### config.mk
export PLATFORM = sky130hd
export DESIGN_NAME = fetch_redirect_unit
export DESIGN_NICKNAME = d
export VERILOG_FILES = /design/src/rtl/fetch_redirect_unit.sv
export SDC_FILE = /design/constraint.sdc
export NUM_CORES = 1
export LEC_CHECK = 0
export CORE_ASPECT_RATIO = 1.4
export CORE_UTILIZATION = 50
export DETAILED_ROUTE_END_ITERATION = 6
export HOLD_SLACK_MARGIN = 0.02
export PLACE_DENSITY_LB_ADDON = 0.15
export SYNTH_ARGS = -nofsm -noshare
export SYNTH_HDL_FRONTEND = slang
export SYNTH_SLANG_ARGS = --single-unit
### constraint.sdc
create_clock -name clk -period 18.1 [get_ports clk]
set_clock_uncertainty 0.05 [all_clocks]
set_input_delay 3.62 -clock clk [delete_from_list [all_inputs] [get_ports clk]]
set_output_delay 3.62 -clock clk [all_outputs]
set_load 0.05 [all_outputs]
### src/rtl/fetch_redirect_unit.sv
// Fetch PC owner and IF/ID register with single-outstanding imem requests.
// Redirects flush IF/ID and squash any response that belongs to the old path.
module fetch_redirect_unit #(
  parameter int PC_WIDTH    = 32,
  parameter int INSTR_WIDTH = 32,
  parameter int PC_STEP     = 4,
  parameter int RESET_PC    = 0
) (
  input  logic                   clk,
  input  logic                   reset,
  input  logic                   stopSignal,
  input  logic                   selectPCMux,
  input  logic [PC_WIDTH-1:0]    branchTarget,
  input  logic [INSTR_WIDTH-1:0] imem_rdata,
  input  logic                   imem_valid,
  output logic                   imem_req,
  output logic [PC_WIDTH-1:0]    imem_addr,
  output logic [INSTR_WIDTH-1:0] instrD,
  output logic [PC_WIDTH-1:0]    pcD,
  output logic                   validD,
  output logic [1:0]             fetchState
);

  typedef enum logic [1:0] {
    REQ  = 2'b00,
    WAIT = 2'b01,
    HOLD = 2'b10
  } state_t;

  state_t                 state;
  logic [PC_WIDTH-1:0]    pcF;
  logic                   squash;
  logic [INSTR_WIDTH-1:0] bufInstr;
  logic [PC_WIDTH-1:0]    bufPc;
  logic [PC_WIDTH-1:0]    pcNext;

  assign pcNext     = pcF + PC_WIDTH'(PC_STEP);
  assign imem_req   = (state == REQ) && !selectPCMux && !reset;
  assign imem_addr  = pcF;
  assign fetchState = state;

  always_ff @(posedge clk or posedge reset) begin
    if (reset) begin
      state    <= REQ;
      pcF      <= PC_WIDTH'(RESET_PC);
      squash   <= 1'b0;
      bufInstr <= '0;
      bufPc    <= '0;
      instrD   <= '0;
      pcD      <= '0;
      validD   <= 1'b0;
    end else if (selectPCMux) begin
      pcF    <= branchTarget;
      validD <= 1'b0;
      case (state)
        WAIT: begin
          // A response landing now is dropped; otherwise mark it for squash.
          if (imem_valid) begin
            squash <= 1'b0;
            state  <= REQ;
          end else begin
            squash <= 1'b1;
          end
        end
        default: state <= REQ;
      endcase
    end else begin
      case (state)
        REQ: begin
          state <= WAIT;
          if (!stopSignal) validD <= 1'b0;
        end
        WAIT: begin
          if (imem_valid && squash) begin
            squash <= 1'b0;
            state  <= REQ;
            if (!stopSignal) validD <= 1'b0;
          end else if (imem_valid && !stopSignal) begin
            instrD <= imem_rdata;
            pcD    <= pcF;
            validD <= 1'b1;
            pcF    <= pcNext;
            state  <= REQ;
          end else if (imem_valid) begin
            bufInstr <= imem_rdata;
            bufPc    <= pcF;
            state    <= HOLD;
          end else if (!stopSignal) begin
            validD <= 1'b0;
          end
        end
        HOLD: begin
          if (!stopSignal) begin
            instrD <= bufInstr;
            pcD    <= bufPc;
            validD <= 1'b1;
            pcF    <= pcNext;
            state  <= REQ;
          end
        end
        default: begin
          state <= REQ;
          if (!stopSignal) validD <= 1'b0;
        end
      endcase
    end
  end

endmodule

==> results by stage, run 1 <==
Yosys:
- The synthesized area per cell is 11.2 sq um.
- Counting flops and latches in the post-synthesis netlist gives 164.
- Of the total synthesized cell area, the portion taken by XOR and XNOR cells is 0.00814.
- The simple-gate area share of the yosys netlist is 0.118.
- The fraction of the mapped netlist area in compound gates is 0.107.
- The synthesized instance count is 673.
- The number of library cell types mapped by synthesis is 51.
- The multiplexer area fraction after synthesis is 0.186.
- Of all flip-flops after synthesis, the portion carrying an async set or reset was 1.00.
- The count of flip-flops with a built-in enable after synthesis is 0.
- The mapped netlist covers 7530 sq um.
- The sequential share of the synthesized area is 0.545.
- The number of warnings reported in the yosys synthesis log is 0.
- The predominant post-synthesis flop cell is sky130_fd_sc_hd__dfrtp_1.
- Synthesis produced a netlist with a net count of 746.
- Of the total synthesized cell area, the portion taken by full adders, half adders and majority gates is 0.00664.
- The dominant combinational cell family by area after synthesis is multiplexers.

Setup path:
- The arrival time reported for the critical path endpoint is 6.24 ns.
- The slowest stage of the critical path is the sky130_fd_sc_hd__clkdlybuf4s50_1 cell.
- The largest incremental delay on the critical path is 0.84 ns.
- The worst setup path is captured at a primary output.
- The setup slack of the worst register-to-register path is 15.02 ns.
- The nature of the critical path startpoint is a primary input.
- At the worst endpoint, the required time is 14.43 ns.
- The worst setup path is of the primary input to primary output kind.
- The signal on the critical path passes through clkdlybuf4s50_1 -> buf_4 -> inv_1 -> and3_1 -> clkdlybuf4s50_1.
- The worst flop-to-flop path startpoint is fetchState[1]$_DFFE_PP0P_.
- The cell repeated most along the worst path is sky130_fd_sc_hd__clkdlybuf4s50_1.
- For the worst flop-to-flop path, the logic depth is 6.
- The largest fanout on the critical path is 39.
- The capture instance of the worst register-to-register path is bufPc[24]$_DFFE_PP0P_.

Layout:
- The fraction of final layout cells sized beyond drive strength 1 is 0.133.
- The leading cell type in the layout, fill and taps excluded is sky130_fd_sc_hd__clkdlybuf4s50_1.
- Summing all multi-input logic gate instances after layout gives 3230 sq um.
- The layout filler cell count is 1138.
- The layout net count is 895.
- The layout overhead on the synthesized area is 31.3%.
- The number of antenna diodes in the final layout is 0.
- In the layout the commonest cells are 168 x sky130_fd_sc_hd__clkdlybuf4s50_1, 164 x sky130_fd_sc_hd__dfrtp_1, 84 x sky130_fd_sc_hd__nand2_1.
- Across the whole layout, storage elements account for 4100 sq um.

Floorplanning:
- The row count is 52.
- The die covers 15600 sq um.
- In this run the count of I/O pins placed on the die edge is 169.
- In this run the vertical extent of the chip is 147 um.
- The starting density of the core is 0.517.
- The core region is 14600 sq um.
- The die outline width is 106 um.

Route:
- Summed over all layers, the routed wires come to 17800 um.
- The detailed-route vias per instance is 5.60.
- The remaining design rule violation count is 0.
- The via total after detailed routing is 5738.
- The first-iteration detailed-routing DRC count is 294.
- Dividing the detail-routed wire length by the instance count gives 17.4 um.
- The count of TritonRoute iterations in the first routing pass is 4.
- The post-detailed-route count of antenna-violating nets is 0.

Power:
- The worst-case IR drop observed on VDD is 0.0000869 V.
- The switching power as a share of total power is 0.406.
- The overall power after layout is 1.59 mW.
- The sequential cell fraction of total power is 0.381.
- The standby leakage power is 3.99 nW.
- The share of total power dissipated in combinational logic is 0.403.
- The net switching power of the design is 0.644 mW.
- The clock network power share is 0.216.
- The power density normalized to cell area is 161 nW/um^2.
- The internal portion of the total power is 0.944 mW.

STA:
- The count of final setup violators is 0.
- The shortest period the worst path allows is 9.91 ns.
- At the pin with the least slew margin, the transition time is 1.19 ns.
- Setup repair after global routing left no endpoint under its margin.
- Headroom to the max-slew limit came out at 0.206.
- The final clock period utilization by the worst path is 0.547.
- The number of failing hold endpoints at the final stage is 0.
- Setup total negative slack on the finished layout was measured at 0 ns.
- The worst setup margin is 8.19 ns.
- The maximum frequency from static timing analysis is 0.101 GHz.
- The count of pins over their slew limit is 0.

Clocking:
- The maximum clock path buffer count is 2.
- After clock tree synthesis, the clock-pin slew on the worst setup and hold paths is 0.06 ns.
- The count of clock tree sinks is 164.
- TritonCTS built the clock tree.
- The number of H-tree branching levels is 4.
- After clock tree synthesis, the flow added hold-fix buffers numbering 0.
- The latest clock arrival within the worst-skew pair is 0.42 ns.
- The setup fix buffers added after clock tree synthesis is 0.
- The TritonCTS buffer count is 17.
- The number of resized instances in the post-cts repair step is 0.
- The tree is rooted in a sky130_fd_sc_hd__clkbuf_16.

Global routing:
- The leftover overflow at the end of global routing is 0.
- The first global-routing pass estimated 29200 um of wire.
- The via count of the first global-routing pass was 5822.
- The number of antenna violations at the first check in global routing is 0.
- Entering global routing, the biggest net connects 121 pins.
- The total global routing track utilization is 0.237.

Place:
- At the end of routability-driven placement, the weighted congestion stood at 0.817.
- The count of input and output buffers is 168.
- The half-perimeter wire length after placement is 11800 um.
- The pre-CTS setup slack is 8.20 ns.

Min path:
- The min-delay analysis places its worst path in the category flop to flop.
- The startpoint of the most critical hold path is instrD[16]$_DFFE_PP0P_.
- The capture endpoint of the worst hold path is instrD[16]$_DFFE_PP0P_.
- The worst hold path was traced through 2 stages.

Run status:
- The flow ran to the end, and the final reports show no timing, DRC or antenna violations.

Run:
- Max-cap violations in this run came to 0.
-- through the flow --
stage               std cells  utilization  instance area (sq um)  hold slack, ns
finish                   1024        0.679                   9890           0.430
global route             1024        0.679                   9890           0.457
CTS                      1024        0.679                   9890           0.434
floorplan                 673            -                   7530           0.430
global placement          992        0.641                   9340           0.411
detailed placement        992        0.641                   9340           0.420
-- Yosys cell counts, types with 2 or more instances --
library cell	n	area (sq um)
sky130_fd_sc_hd__nand2b_1	3	18.8
sky130_fd_sc_hd__and4_1	2	17.5
sky130_fd_sc_hd__and2_1	2	12.5
sky130_fd_sc_hd__a211oi_1	2	15.0
sky130_fd_sc_hd__mux2i_1	66	661
sky130_fd_sc_hd__clkbuf_1	24	90.1
sky130_fd_sc_hd__or3_1	2	12.5
sky130_fd_sc_hd__a22oi_1	2	15.0
sky130_fd_sc_hd__buf_1	4	15.0
sky130_fd_sc_hd__or4_2	2	17.5
sky130_fd_sc_hd__inv_1	7	26.3
sky130_fd_sc_hd__nor2_1	22	82.6
sky130_fd_sc_hd__a31oi_1	18	113
sky130_fd_sc_hd__nor3_1	2	10.0
sky130_fd_sc_hd__and3b_1	2	17.5
sky130_fd_sc_hd__nor4_1	2	12.5
sky130_fd_sc_hd__nor2b_1	8	50.1
sky130_fd_sc_hd__mux2_2	66	743
sky130_fd_sc_hd__xnor2_1	5	43.8
sky130_fd_sc_hd__a21oi_1	8	40.0
sky130_fd_sc_hd__nand4_1	7	43.8
sky130_fd_sc_hd__nand2_1	84	315
sky130_fd_sc_hd__nand3_1	10	50.1
sky130_fd_sc_hd__buf_2	16	80.1
sky130_fd_sc_hd__o31ai_1	15	113
sky130_fd_sc_hd__o211ai_1	4	30.0
sky130_fd_sc_hd__or4_1	15	113
sky130_fd_sc_hd__and4_2	2	20.0
sky130_fd_sc_hd__xor2_1	2	17.5
sky130_fd_sc_hd__nand3b_1	2	15.0
sky130_fd_sc_hd__o21ai_0	79	395
sky130_fd_sc_hd__dfrtp_1	164	4100
sky130_fd_sc_hd__and3_1	3	18.8
sky130_fd_sc_hd__ha_1	4	50.1
-- cell type report --
cell class,instances,share of cell area
clock buffer,20,0.0441
clock inverter,12,0.0123
multi-input combinational,457,0.326
tap,189,0.0239
inverter,7,0.00316
sequential,164,0.415
timing repair buffer,175,0.175
-- critical path, delay by kind of cell --
family,cells,cell delay [ns]
buffers and inverters,4,2.31
AND/OR/NAND/NOR,1,0.28
-- metal layers --
| layer | vias up | track usage | share of wire |
|---|---|---|---|
| met3 | 20 | 0.0421 | 0.036 |
| li1 | 2727 | - | - |
| met2 | 136 | 0.414 | 0.52 |
| met4 | 0 | 0.0757 | 0.016 |
| met5 | - | 0 | 0 |
| met1 | 2855 | 0.298 | 0.42 |
-- power groups by stage --
stage / clock network [mW] / logic [mW] / registers [mW]
2_1_floorplan: 0 / 0.173 / 0.855
3_3_place_gp: 0 / 0.630 / 0.602
3_5_place_dp: 0 / 0.645 / 0.613
4_1_cts: 0.348 / 0.646 / 0.607
5_1_grt: 0.364 / 0.679 / 0.626
6_report: 0.343 / 0.640 / 0.605
-- state kept, by name, indices dropped and copies added, names as in the netlist --
register	count
instrD	32
pcD	32
squash	1
fetchState	2
validD	1
imem_addr	32
bufInstr	32
bufPc	32
-- worst max path at each step --
stage	from	end	slack, ns
6_report	selectPCMux	imem_req	8.19
5_1_grt	selectPCMux	imem_req	8.05
4_1_cts	selectPCMux	imem_req	8.20
3_5_place_dp	selectPCMux	imem_req	8.20
3_3_place_gp	selectPCMux	imem_req	8.21
2_1_floorplan	reset	imem_req	6.56
-- logic make-up after synthesis --
logic type      count (synthesis)
simple gates                  176
mux                           132
fa+ha+maj                       4
xor+xnor                        7
buf+inv                        52
compound gates                138
flops                         164
(Power assumes the default switching activity.)
==> inputs of run 2 (changes only) <==
CORE_UTILIZATION = 46   (was 50)
clock period = 8 ns   (was 18.1 ns; I/O delays follow)
==> run 2 against run 1 <==
  * Sequential cell count did not move
  * Critical path depth fell by 1
  * Final cell count rose by 1.1%
  * Routed wire length rose by 0.63%
  * Global-route usage fell by 1.4 points
  * Clock-buffer cell count did not move
  * Sequential power rose by 120%
  * Critical path type unchanged
  * Register-to-register slack got worse by 10 ns
  * Utilization fell by 6.1 points
  * First-iteration DRC count rose by 20%
==> results by stage, run 2 (synthesized netlist as in run 1, its figures left out) <==
Place:
- At the end of routability-driven placement, the weighted congestion stood at 0.723.
- Counting tap cells, the placed design contains a total of 1003 instances.
- The half-perimeter wire length after placement is 11800 um.
- The count of input and output buffers is 168.
- Prior to clock tree synthesis, the placed netlist has a worst setup slack of 2.57 ns.
- The post-placement cell area is 9360 sq um.

STA:
- In this run the tightest slew margin relative to its limit is 0.253.
- Setup repair after global routing left no endpoint under its margin.
- The worst setup margin is 2.61 ns.
- The worst path needs 5.39 ns of the cycle, external delays included.
- The maximum frequency from static timing analysis is 0.185 GHz.
- The slew of the pin with the lowest slew margin is 1.12 ns.
- The count of final setup violators is 0.
- The number of failing hold endpoints at the final stage is 0.
- Of the available clock period, the critical path in the final layout requires 0.674.
- The count of pins over their slew limit came to 0.
- The worst hold slack after final layout is 0.428 ns.
- The setup TNS after final layout is 0 ns.

Clocking:
- The number of H-tree branching levels is 4.
- Counting every sink on the clock net gives 164.
- The TritonCTS buffer count is 17.
- The later pin in the worst-skew pair is clocked with a latency of 0.43 ns.
- The number of resized instances in the post-cts repair step is 0.
- The TritonCTS clock tree is built.
- Buffers inserted to repair hold after CTS numbered 0.
- The maximum clock path buffer count is 2.
- After clock tree synthesis, the clock-pin slew on the worst setup and hold paths is 0.06 ns.
- CTS placed an instance of sky130_fd_sc_hd__clkbuf_16 at the clock tree root.
- The setup fix buffers added after clock tree synthesis is 0.

Floorplanning:
- The number of I/O pins is 169.
- The floorplan step defined a core boundary enclosing 16100 sq um.
- After floorplanning, the core was divided into 55 placement rows.
- In this run the vertical extent of the chip is 153 um.
- The floorplan die area is 16900 sq um.
- The starting density of the core is 0.468.
- Measured along the x axis, the die boundary spans 110 um.

Route:
- The post-detailed-route count of antenna-violating nets is 0.
- The via total after detailed routing is 5756.
- The remaining design rule violation count is 0.
- In this run, the number of DRC markers left after iteration 0 of detailed routing was 352.
- The final layout contains routed wiring with a total length of 17900 um.
- The detailed-route vias per instance is 5.56.
- The count of TritonRoute iterations in the first routing pass is 6.
- The routed length per placed instance is 17.3 um.

Layout:
- The leading cell type in the layout, fill and taps excluded is sky130_fd_sc_hd__clkdlybuf4s50_1.
- Leaving out fill and tap cells, the most frequent cells in the layout are 168 x sky130_fd_sc_hd__clkdlybuf4s50_1, 164 x sky130_fd_sc_hd__dfrtp_1, 84 x sky130_fd_sc_hd__nand2_1.
- The fraction of final layout cells sized beyond drive strength 1 is 0.135.
- The count of cells in the finished layout, fillers not included, comes to 1035.
- The post-route core utilization is 0.618.
- The final layout contains 896 nets.
- Once layout is done, the placed cells without fillers occupy 9960 sq um.
- The layout overhead on the synthesized area is 32.2%.
- The count of inserted antenna diode cells is 0.

Setup path:
- The data required time of the worst path is 6.35 ns.
- STA classifies the critical path startpoint as a primary input.
- The slowest cell on the critical path is sky130_fd_sc_hd__clkdlybuf4s50_1.
- At the worst endpoint, the arrival time is 3.74 ns.
- The largest incremental delay on the critical path is 0.82 ns.
- The worst setup path is captured at a primary output.
- The cell that appears most often on the critical path is sky130_fd_sc_hd__clkdlybuf4s50_1.
- The kind of critical path is primary input to primary output.
- The critical path goes through clkdlybuf4s50_1 -> inv_6 -> and3_1 -> clkdlybuf4s50_1.
- The largest fanout on the critical path is 78.

Min path:
- The path class of the tightest hold or removal check is flop to flop.

Power:
- Total power for the finished layout comes to 3.65 mW.
- Summed over all cells, the static leakage comes to 4.03 nW.
- For this design the ratio of total power to cell area is 366 nW/um^2.
- The largest voltage drop on the vdd net is 0.000228 V.

Global routing:
- Entering global routing, the biggest net connects 121 pins.
- The wire length of the first global-routing pass is 29200 um.
- The number of antenna violations at the first check in global routing is 0.
- The total global routing track utilization is 0.224.
- The via count of the first global-routing pass is 5770.
- After global routing the overflow that remains totals 0.

Run:
- The number of violations of the max-capacitance limit is 0.

Run status:
- The run finished with clean final reports.
-- run 2: cell type report --
type / count / area (sq um)
Fill cell: 1357 / 6150
Sequential cell: 164 / 4100
Multi-Input combinational cell: 457 / 3230
Timing Repair Buffer: 176 / 1740
Clock buffer: 20 / 447
Tap cell: 199 / 249
Clock inverter: 12 / 154
Inverter: 7 / 31.3
-- run 2: power breakdown --
group          total (mW)  internal (mW)  switching, mW
clock               0.836          0.500          0.336
sequential           1.36           1.16          0.202
combinational        1.44          0.539          0.905
total                3.65           2.20           1.44
-- run 2: worst paths after layout --
kind | from | endpoint | slack (ns) | depth (start not counted)
setup / recovery | reset | imem_req | 2.61 | 4
hold / removal | instrD[29]$_DFFE_PP0P_ | instrD[29]$_DFFE_PP0P_ | 0.43 | 2
setup reg to reg | fetchState[0]$_DFFE_PP0P_ | pcD[25]$_DFFE_PP0P_ | 4.70 | 6
hold reg to reg | instrD[29]$_DFFE_PP0P_ | instrD[29]$_DFFE_PP0P_ | 0.43 | 2
max in group asynchronous | reset | imem_addr[6]$_DFFE_PP0P_ | 4.66 | 3
min in group asynchronous | reset | instrD[10]$_DFFE_PP0P_ | 1.62 | 2
-- run 2: critical path: cells and delay by family --
family        cells  cell delay [ns]
simple gates      1             0.28
buf+inv           3             1.81
-- run 2: layer usage --
metal,vias to the layer above,global-route usage,share of wire
li1,2717,-,-
met1,2848,0.277,0.42
met2,163,0.375,0.51
met3,28,0.0554,0.052
met4,0,0.0783,0.019
met5,-,0,0
==> inputs of run 3 (changes only) <==
CORE_UTILIZATION = 50   (was 46)
clock period = 5 ns   (was 8 ns; I/O delays follow)
==> run 3 against run 2 <==
  * First-iteration DRC count up 0.57%
  * Final cell count down 0.87%
  * Clock power up 44%
  * Sequential cell count unchanged
  * Register-to-register slack worse by 2.6 ns
  * Setup slack worse by 0.89 ns
  * Global-route usage up 1.5 points
  * Critical endpoint unchanged
  * Largest power group unchanged
==> results by stage, run 3 (synthesized netlist as in run 1, its figures left out) <==
Run status:
- The flow ran to the end, and the final reports show no timing, DRC or antenna violations.

Layout:
- The library cells used most frequently in the layout, excluding fill and tap cells, are 167 x sky130_fd_sc_hd__clkdlybuf4s50_1, 164 x sky130_fd_sc_hd__dfrtp_1, 84 x sky130_fd_sc_hd__nand2_1.
- In the final layout, the multi-input gates occupy 3230 sq um.
- The layout filler cell count is 1143.
- The total non-filler cell area in the finished layout is 9930 sq um.
- The leading cell type in the layout, fill and taps excluded is sky130_fd_sc_hd__clkdlybuf4s50_1.
- The layout overhead on the synthesized area is 31.8%.
- Summing all flip-flop and latch instances after layout gives 4100 sq um.
- The number of antenna diodes in the final layout is 0.
- The fraction of final layout cells sized beyond drive strength 1 is 0.137.
- The layout net count is 897.

Route:
- The detailed-route vias per instance is 5.53.
- The final routed wirelength across all metal layers is 17300 um.
- In the final routed layout, each cell accounts on average for 16.9 um.
- After detailed routing, the number of remaining DRC violations is 0.
- The post-detailed-route count of antenna-violating nets is 0.
- Before antenna repair, the detailed router went through 5 iterations.
- The via total after detailed routing is 5677.
- The first-iteration detailed-routing DRC count is 354.

Floorplanning:
- In this run the core area contains 52 standard-cell rows.
- The die is 106 um wide.
- The core region is 14600 sq um.
- The die covers 15600 sq um.
- The die is 147 um tall.
- In this run the count of I/O pins placed on the die edge is 169.
- The starting density of the core is 0.517.

Run:
- The number of violations of the max-capacitance limit is 0.

Global routing:
- The first global-routing pass estimated 29400 um of wire.
- Entering global routing, the biggest net connects 165 pins.
- The leftover overflow at the end of global routing is 0.
- The total global routing track utilization is 0.239.
- The number of antenna violations at the first check in global routing is 0.
- The via count of the first global-routing pass was 5819.

Clocking:
- The TritonCTS buffer count is 17.
- The TritonCTS clock tree is built.
- The number of H-tree branching levels is 4.
- The number of gates resized after CTS was 0.
- Clock-pin slew was measured on the worst setup and hold paths at 0.06 ns.
- The tree is rooted in a sky130_fd_sc_hd__clkbuf_16.
- No sink is reached through more buffers than the 2 on the longest clock path.
- For the worst-skew pair, the clock arrives at the later sink with an insertion delay of 0.42 ns.
- Once the clock tree was built, the setup fixing pass inserted 0 buffers.
- Hold repair after CTS inserted 0 buffers.
- The count of clock tree sinks is 164.

Setup path:
- The kind of critical path is primary input to primary output.
- In this run the worst path has a maximum fanout of 34.
- STA classifies the critical path startpoint as a primary input.
- The setup slack of the worst register-to-register path is 2.09 ns.
- The element type at the critical path end is a primary output.
- The data required time of the worst path is 3.95 ns.
- The arrival time reported for the critical path endpoint is 2.23 ns.

Power:
- The switching power as a share of total power is 0.406.
- The net switching power of the design is 2.32 mW.
- The combinational cell fraction of total power is 0.406.
- VDD sags by at most 0.000291 V.
- Summed over all cells, the static leakage comes to 4.02 nW.
- The share of total power dissipated in the clock network is 0.210.
- Of the total power, registers draw 0.384.
- Dividing total power by cell area gives a power density of 575 nW/um^2.
- The internal portion of the total power is 3.39 mW.
- The design draws 5.70 mW.

Place:
- The post-placement cell area is 9380 sq um.
- At the end of routability-driven placement, the weighted congestion stood at 0.782.
- In this run the tool buffered the top-level ports with 168 buffer cells.
- The half-perimeter wire length after placement is 11600 um.

STA:
- The shortest period the worst path allows is 3.28 ns.
- For this run, the top clock speed supported by timing is 0.305 GHz.
- The setup TNS after final layout is 0 ns.
- The max-slew headroom at the worst pin is 0.214.
- Setup repair after global routing left no endpoint under its margin.
- Dividing the final minimum period by the clock period gives 0.657.
- The count of final setup violators is 0.
- The slew of the pin with the lowest slew margin is 1.18 ns.
- The number of failing hold endpoints at the final stage is 0.
- The count of pins over their slew limit is 0.
- Hold timing on the final database bottoms out at a slack of 0.429 ns.

Min path:
- The path class of the tightest hold or removal check is flop to flop.
==> run 3: area by class of cell <==
class,instances,area share
sequential,164,0.413
clock buffer,20,0.0450
multi-input combinational,457,0.325
timing repair buffer,177,0.180
clock inverter,12,0.00983
inverter,7,0.00302
tap,189,0.0238
==> run 3: worst paths after layout <==
path,from,end,depth (start not counted)
setup / recovery,selectPCMux,imem_req,5
hold / removal,instrD[1]$_DFFE_PP0P_,instrD[1]$_DFFE_PP0P_,2
setup reg to reg,fetchState[0]$_DFFE_PP0P_,pcD[23]$_DFFE_PP0P_,7
hold reg to reg,instrD[1]$_DFFE_PP0P_,instrD[1]$_DFFE_PP0P_,2
max in group asynchronous,reset,bufInstr[18]$_DFFE_PP0P_,3
min in group asynchronous,reset,bufPc[31]$_DFFE_PP0P_,3
==> run 3: layer usage <==
| layer | routed length (um) | global-route usage |
|---|---|---|
| met2 | 9070 | 0.416 |
| met4 | 364 | 0.0799 |
| met5 | 0 | 0 |
| met1 | 7190 | 0.301 |
| met3 | 690 | 0.0395 |
==> run 3: stage by stage <==
stage | util | cells | setup WS, ns
2_1_floorplan | - | 673 | -0.236
6_report | 0.681 | 1026 | 1.72
4_1_cts | 0.681 | 1026 | 1.72
3_5_place_dp | 0.644 | 994 | 1.51
3_3_place_gp | 0.644 | 994 | 1.57
5_1_grt | 0.681 | 1026 | 1.67
==> run 3: power by group through the flow <==
stage / clock [mW] / combinational [mW] / sequential [mW]
global route: 1.28 / 2.47 / 2.26
finish: 1.20 / 2.32 / 2.19
CTS: 1.22 / 2.34 / 2.20
global placement: 0 / 2.28 / 2.18
floorplan: 0 / 0.627 / 3.09
detailed placement: 0 / 2.34 / 2.22
==> run 3: worst max-delay path, cell delays in order <==
cell	delay, ns
sky130_fd_sc_hd__clkdlybuf4s50_1	0.47
sky130_fd_sc_hd__buf_4	0.32
sky130_fd_sc_hd__inv_1	0.10
sky130_fd_sc_hd__and3_1	0.19
sky130_fd_sc_hd__buf_12	0.15
